## src/rtl/adder_pkg.sv

```systemverilog
// Shared types and default sizing for the multi-word sequential adder.
// Latency: n/a (declarations only).
// Backpressure: n/a.
package adder_pkg;

  // Default slice width and number of slices per operand.
  localparam int BITS_DEF  = 4;
  localparam int WORDS_DEF = 4;

  // Controller states: waiting for a request, stepping through words, holding the answer.
  typedef enum logic [1:0] {
    IDLE = 2'd0,
    RUN  = 2'd1,
    DONE = 2'd2
  } state_t;

endpackage

```

## src/rtl/ripple_carry.sv

```systemverilog
// One BITS-wide ripple-carry adder slice: s + co*2^BITS = a + b + ci.
// Latency: combinational.
// Backpressure: none (pure logic).
module ripple_carry #(
  parameter int BITS = 4
) (
  input  logic [BITS-1:0] a,
  input  logic [BITS-1:0] b,
  input  logic            ci,
  output logic [BITS-1:0] s,
  output logic            co
);

  logic [BITS:0] c;

  // Full-adder chain, carry rippling from bit 0 upward.
  always_comb begin
    s    = '0;
    c    = '0;
    c[0] = ci;
    for (int i = 0; i < BITS; i++) begin
      s[i]   = a[i] ^ b[i] ^ c[i];
      c[i+1] = (a[i] & b[i]) | (c[i] & (a[i] ^ b[i]));
    end
    co = c[BITS];
  end

endmodule

```

## src/rtl/multiword_add_seq.sv

```systemverilog
// Sequential W-bit adder (W = BITS*WORDS) time-sharing one BITS-wide ripple slice, one word per cycle.
// Latency: out_valid WORDS+1 cycles after acceptance; one request in flight at a time.
// Backpressure: result held in DONE until out_ready; in_ready low from acceptance until the cycle after the output handshake.
// Optional: define MULTIWORD_ADD_SEQ_SUB_EN to add the 'sub' input (A - B, carry_out=1 means no borrow).
module multiword_add_seq
  import adder_pkg::*;
#(
  parameter int BITS  = BITS_DEF,
  parameter int WORDS = WORDS_DEF
) (
  input  logic                  clk,
  input  logic                  rst_n,
  input  logic                  in_valid,
  output logic                  in_ready,
  input  logic [BITS*WORDS-1:0] op_a,
  input  logic [BITS*WORDS-1:0] op_b,
  input  logic                  c_in,
`ifdef MULTIWORD_ADD_SEQ_SUB_EN
  input  logic                  sub,
`endif
  output logic                  out_valid,
  input  logic                  out_ready,
  output logic [BITS*WORDS-1:0] result,
  output logic                  carry_out
);

  localparam int W  = BITS * WORDS;
  localparam int KW = $clog2(WORDS);
  localparam logic [KW-1:0] K_LAST = KW'(WORDS - 1);

  state_t          state;
  state_t          state_nxt;

  logic [W-1:0]    a_q;
  logic [W-1:0]    b_q;
  logic            carry_q;
  logic [KW-1:0]   k;
  logic [W-1:0]    result_q;

  logic [BITS-1:0] slice_a;
  logic [BITS-1:0] slice_b;
  logic [BITS-1:0] slice_s;
  logic            slice_co;

  logic            accept;
  logic            last_word;

  // Handshake qualifiers shared by the FSM and the datapath.
  always_comb begin
    accept    = (state == IDLE) && in_valid;
    last_word = (k == K_LAST);
  end

  // Select the current word of each captured operand for the shared slice.
  always_comb begin
    slice_a = a_q[int'(k)*BITS +: BITS];
    slice_b = b_q[int'(k)*BITS +: BITS];
  end

  ripple_carry #(
    .BITS (BITS)
  ) u_slice (
    .a  (slice_a),
    .b  (slice_b),
    .ci (carry_q),
    .s  (slice_s),
    .co (slice_co)
  );

  // State register.
  always_ff @(posedge clk or negedge rst_n) begin
    if (!rst_n) begin
      state <= IDLE;
    end else begin
      state <= state_nxt;
    end
  end

  // Next-state logic: accept, step through every word, wait for the consumer.
  always_comb begin
    state_nxt = state;
    case (state)
      IDLE:    if (accept)    state_nxt = RUN;
      RUN:     if (last_word) state_nxt = DONE;
      DONE:    if (out_ready) state_nxt = IDLE;
      default:                state_nxt = IDLE;
    endcase
  end

  // Output decode: handshake flags follow the state directly.
  always_comb begin
    in_ready  = 1'b0;
    out_valid = 1'b0;
    case (state)
      IDLE:    in_ready  = 1'b1;
      DONE:    out_valid = 1'b1;
      default: ;
    endcase
  end

  // Datapath: capture operands on acceptance, then fold one word per RUN cycle into the result.
  always_ff @(posedge clk or negedge rst_n) begin
    if (!rst_n) begin
      a_q      <= '0;
      b_q      <= '0;
      carry_q  <= 1'b0;
      k        <= '0;
      result_q <= '0;
    end else if (accept) begin
      a_q <= op_a;
      k   <= '0;
`ifdef MULTIWORD_ADD_SEQ_SUB_EN
      // Subtraction reuses the adder as A + ~B + 1; c_in is not used then.
      b_q     <= sub ? ~op_b : op_b;
      carry_q <= sub ? 1'b1 : c_in;
`else
      b_q     <= op_b;
      carry_q <= c_in;
`endif
    end else if (state == RUN) begin
      result_q[int'(k)*BITS +: BITS] <= slice_s;
      carry_q                        <= slice_co;
      // Index parks on the last word so it never wraps.
      if (!last_word) begin
        k <= k + 1'b1;
      end
    end
  end

  // After the last word the carry register holds the final carry out.
  always_comb begin
    result    = result_q;
    carry_out = carry_q;
  end

endmodule

```

## config.mk

```make
export PLATFORM = sky130hd
export DESIGN_NAME = multiword_add_seq
export DESIGN_NICKNAME = d
export VERILOG_FILES = /design/src/rtl/adder_pkg.sv /design/src/rtl/ripple_carry.sv /design/src/rtl/multiword_add_seq.sv
export SDC_FILE = /design/constraint.sdc
export NUM_CORES = 1
export LEC_CHECK = 0
export CORE_ASPECT_RATIO = 0.9
export CORE_MARGIN = 10
export CORE_UTILIZATION = 50
export DETAILED_ROUTE_END_ITERATION = 8
export DONT_BUFFER_PORTS = 1
export PLACE_DENSITY = 0.68
export SYNTH_ARGS = -nofsm -noshare
export SYNTH_HDL_FRONTEND = slang
export SYNTH_SLANG_ARGS = --single-unit
```

## constraint.sdc

```tcl
create_clock -name clk -period 2.9 [get_ports clk]
set_clock_uncertainty 0.05 [all_clocks]
set_input_delay 0.58 -clock clk [delete_from_list [all_inputs] [get_ports clk]]
set_output_delay 0.58 -clock clk [all_outputs]
set_load 0.05 [all_outputs]
```

==> Word-level counts from Yosys, hierarchy flattened <==
Index checks and enable logic that the tools add are counted.
{ "op_classes": {"n_addsub": 2, "n_eq_ne": 7, "shift": 4, "n_mux": 12, "n_bitwise": 21, "n_reduce_logical": 6} }
{ "op_table": {"columns": ["op", "count"], "rows": [
  ["4-bit negator with 33-bit output", 1],
  ["4-bit by 33-bit variable shift with 16-bit output (first input constant)", 1],
  ["4-bit by 33-bit indexed part select with 16-bit output", 1],
  ["16-bit by 5-bit indexed part select with 4-bit output", 2],
  ["16-bit bitwise mux", 1],
  ["2-bit two-way mux", 6],
  ["1-bit bitwise AND", 8],
  ["2-bit inequality test (second input constant)", 4],
  ["1-bit XOR", 8],
  ["2-bit case mux with 3 select lines", 1],
  ["2-bit == test (second input constant)", 2],
  ["1-bit two-way mux", 4],
  ["1-bit OR", 4],
  ["2-bit AND reduction", 2],
  ["3-bit AND reduction", 1],
  ["2-bit by 1-bit adder with 2-bit output (second input constant)", 1],
  ["2-bit by 1-bit == test with 1-bit output (second input constant)", 1],
  ["2-bit zero test", 1],
  ["2-bit nonzero test", 1],
  ["1-bit logical AND", 1],
  ["1-bit inverter", 1]
]} }
{ "word_totals": {"regBits": 53, "in_bits": 37, "wordCells": 58} }

==> Depth between registers and ports, before layout <==
{ "depth": {"word_depth": 12, "depth_mapped": 12} }

==> Cells and area by module <==
From an unflattened synthesis, not the netlist that was laid out.
{ "unflattened": {"hier_cells": 193, "hier_area_um2": 2541.2} }
{ "by_module_without_submodules": {"columns": ["module", "instances", "cells_each", "area_each_um2", "seq_area_each_um2"], "rows": [
  ["multiword_add_seq", 1, 179, 2423.6, 1326.3],
  ["ripple_carry", 1, 14, 117.6, 0.0]
]} }

==> Worst setup path after synthesis <==
Ideal clock, no wire load.
{ "synth_path": {"kind": "register -> register", "start": "register k[1]", "end": "register result_q[15], in the netlist result[15]", "setup_time_ns": 0.121, "arrival_time_ns": 2.686, "t_required_ns": 2.729, "slack_ns": 0.043, "path_stages_with_launch": 12, "n_path_buf": 1, "path_cell_list": "dfrtp_1 -> clkbuf_1 -> mux4_2 -> inv_1 -> fa_1 -> inv_1 -> fa_1 -> inv_1 -> fa_1 -> inv_1 -> fa_1 -> a22o_1"} }
{ "synth_via": {"elab_chain_len": 11, "elab_cells_between_ends": 23, "cone_classes": "1 x add/sub; 4 x shift; 1 x mux; 17 x bitwise"} }
{ "synth_rtl": {"columns": ["item", "line", "text"], "rows": [
  ["from (decl)", "multiword_add_seq.sv:37", "logic [KW-1:0] k;"],
  ["from (signal assigned)", "multiword_add_seq.sv:125", "k <= k + 1'b1;"],
  ["16-bit by 5-bit indexed part select with 4-bit output, on equally long branches", "multiword_add_seq.sv:56, multiword_add_seq.sv:57", null],
  ["1-bit XOR", "ripple_carry.sv:22, ripple_carry.sv:23", null],
  ["1-bit bitwise AND", "ripple_carry.sv:23", "c[i+1] = (a[i] & b[i]) | (c[i] & (a[i] ^ b[i]));"],
  ["1-bit OR", "ripple_carry.sv:23", null],
  ["1-bit bitwise AND", "ripple_carry.sv:23", null],
  ["1-bit OR", "ripple_carry.sv:23", null],
  ["1-bit bitwise AND", "ripple_carry.sv:23", null],
  ["1-bit OR", "ripple_carry.sv:23", null],
  ["1-bit XOR", "ripple_carry.sv:22", "s[i] = a[i] ^ b[i] ^ c[i];"],
  ["4-bit by 33-bit indexed part select with 16-bit output", "multiword_add_seq.sv:121", "result_q[int'(k)*BITS +: BITS] <= slice_s;"],
  ["16-bit bitwise mux *", "multiword_add_seq.sv:121", null],
  ["to (signal, indexed assignment)", "multiword_add_seq.sv:121", null],
  ["to (decl)", "multiword_add_seq.sv:38", "logic [W-1:0] result_q;"]
]} }
Mark *: on every way between the ends. The rest lies on a longest branch, timed or not.
A chain may end at the register's enable or synchronous reset.

==> Worst setup path in the final report <==
{ "layout_path": {"start": "register k[0]", "end": "register result_q[15], in the netlist result[15]"} }
The elaborated chain is that of the path after synthesis.

==> results.yml <==
clock_tree:
  clock_latency_ns: 0.31
  clk_transition_reported_paths_ns: 0.10
  cts_buffers: 5
  cts_tree: "done"
  cts.sinks: 53
  cts-root-buf: "clkbuf_8"
  clockBufferDepth: 2
  cts_max_level: 2
logic_synthesis:
  synth_area_leaders: "dfrtp_1 51%, mux2_2 13%, mux4_2 7.0%"
  ys_types: 34
  yosysSeqAreaShare: 0.5148
  syn_area_um2: 2576
  synth_seq_cells: 53
  synth.avg_cell_area_um2: 14.00
  syn-num-nets: 231
  synth_edf_count: 0
  synthCells: 184
  async_flop_share: 1.000
  synth_top_area_share: 0.5148
  synth_ff_type: "dfrtp_1"
  synth_top_cell_by_area: "dfrtp_1"
  yosysWarningCount: 0
drt:
  wl_um: 5152
  drt-initial-drc-count: 42
  ant_nets: 0
  vias: 1456
  via_per_inst: 5.665
  drcViolationCount: 0
  routedWlPerCell_um: 20.05
  firstDrtPassIters: 4
power_and_ir_drop:
  p_per_area_nw_per_um2: 1436
  netSwitchingPower_mw: 1.720
  switching_share: 0.4308
  p_int_mw: 2.272
  combPwrFrac: 0.471
  p_leak_nw: 1.215
  seqPwrFrac: 0.403
  report.power.total_mw: 3.992
  p_clk_frac: 0.126
  ir_drop_v: 0.0006403
sta:
  slew_violations: 0
  rsz0062_at_grt: "yes"
  finalHoldViolations: 0
  whs_ns: 0.07015
  fmax_mhz: 354.1
  slew-limit-headroom: 0.6500
  min_period_over_period: 0.9739
  max_slew.worst_pin.slew_ns: 0.5250
  setup_viol: 0
  period_needed_ns: 2.824
worst_setup_path:
  rr_worst_depth: 10
  arrival_ns: 2.97
  cp_max_fo: 5
  cp-startpoint: "k[0]"
  required_ns: 3.05
  cp_cell_sequence: "mux4_2, inv_2, fa_1, inv_2, fa_2, inv_2, fa_1, inv_2, fa_2, a22o_1"
  crit-reg2reg-launch: "k[0]"
  path_class: "reg2reg"
  cp_slowest_cell: "fa_2"
  r2r_slack_ns: 0.08
  crit_end: "result[15]"
  cp-end-kind: "register"
  max_stage_delay_ns: 0.47
  r2r-end: "result[15]"
  cp_common_cell: "inv_2"
  cp-start-kind: "register"
flow_run:
  cap_violations: 0
finish:
  final_nets: 238
  layout-drive-gt1-share: 0.3750
  areaGrowthSynthToFinish_pct: 7.868
  diodes: 0
  final_cell_area_um2: 2779
place:
  postPlaceCellArea_um2: 2623
  gp_congestion: 0.7832
  io_buffers: 0
  dp_hpwl_um: 3934
die:
  start_util: 0.5231
  die_w_um: 95.67
  die_h_um: 88.10
  io_pins: 56
  die_area_um2: 8428
  row_count: 24
  core_um2: 4925
worst_hold_path:
  hold_path.class: "in2async"
grt:
  grt_usage: 0.1304
  antenna_found_initial: 0
  grt_pass1_wl_um: 8342
  grt_pass1_vias: 1577
  overflow: 0
  grt_max_degree: 54
status:
  status: "finished, final reports clean"
stage by stage:
stage | setup TNS [ns] | setup WS (ns) | instances | util
detailed placement | -0.01761 | -0.01761 | 247 | 0.5325
CTS | 0 | 0.02284 | 256 | 0.5617
floorplan | 0 | 0.04283 | 184 | -
finish | 0 | 0.07566 | 257 | 0.5643
global placement | 0 | 0.1246 | 247 | 0.5325
global route | -0.06554 | -0.02820 | 257 | 0.5643
layout by cell type, fill, tap and decap left out, types with 4 or more instances in the layout:
cell and count:
ha_1 6, inv_1 7, buf_4 8, o21ai_1 4
dfrtp_1 52, inv_2 4, a22o_1 8, mux4_2 8
mux2_4 4, clkbuf_8 5, nand2_1 16, mux2_2 29
power groups by stage:
stage          Clock, mW  Sequential (mW)  Combinational [mW]
2_1_floorplan          0             1.53                1.50
3_3_place_gp           0             1.62                1.75
3_5_place_dp           0             1.64                1.82
4_1_cts            0.516             1.62                1.84
5_1_grt            0.550             1.67                2.09
6_report           0.504             1.61                1.88
worst min-delay path by stage:
stage / from / to / depth (start not counted) / slack [ns]
2_1_floorplan: rst_n / a_q[0] / 0 / 0.23
3_3_place_gp: rst_n / a_q[4] / 0 / 0.24
3_5_place_dp: rst_n / result[4] / 0 / 0.24
4_1_cts: rst_n / a_q[9] / 1 / 0.07
5_1_grt: rst_n / a_q[9] / 1 / 0.07
6_report: rst_n / a_q[11] / 1 / 0.07
layer usage:
layer  vias to the layer above  global-route usage  share of wire
li1                        670                   -              -
met1                       738              0.1542           0.40
met2                        44              0.2036           0.48
met3                         4             0.06330           0.11
met4                         0             0.04418         0.0076
met5                         -                   0              0
state kept, by name, indices dropped and copies added (netlist names):
register   count
k              2
state          2
result        16
carry_out      1
a_q           16
b_q           16
Yosys cell counts, types with 3 or more instances:
cell type / n
o21ai_0: 4
nor2_1: 3
fa_1: 4
mux2_2: 29
mux4_2: 8
a22o_1: 8
mux2_4: 4
inv_1: 11
ha_1: 6
buf_6: 7
nand2_1: 16
dfrtp_1: 53
worst max-delay path, delay by kind of cell (launching register included):
kind                       cells  cell delay, ns
muxes                          1            0.36
DFF                            1            0.46
adders and majority gates      4            1.41
AOI/OAI and AO/OA              1            0.22
buffers and inverters          4            0.22
kinds of logic after synthesis:
family | Yosys count | synth area share
multiplexers | 41 | 0.2200
buffers and inverters | 20 | 0.05002
AO/OA/AOI/OAI | 23 | 0.06508
flip-flops | 53 | 0.5148
adder cells (fa/ha/maj) | 10 | 0.06022
AND/OR/NAND/NOR | 37 | 0.08986
cell type report:
cell class / count / area (um2)
Fill cell: 438 / 2146
Sequential cell: 53 / 1328
Multi-Input combinational cell: 111 / 1126
Timing Repair Buffer: 9 / 87.58
Tap cell: 65 / 81.33
Clock buffer: 5 / 68.82
Clock inverter: 3 / 46.29
Inverter: 11 / 41.29
what timing repair did:
item | CTS | global route
hold buffers | 1 | 0
endpoints found under the setup margin | 1 | 5
setup buffers | 0 | 1
hold endpoints to repair | 53 | 0
resized for setup | 1 | 8
pin swaps | 0 | 2
Power figures use the tool's default switching activity.
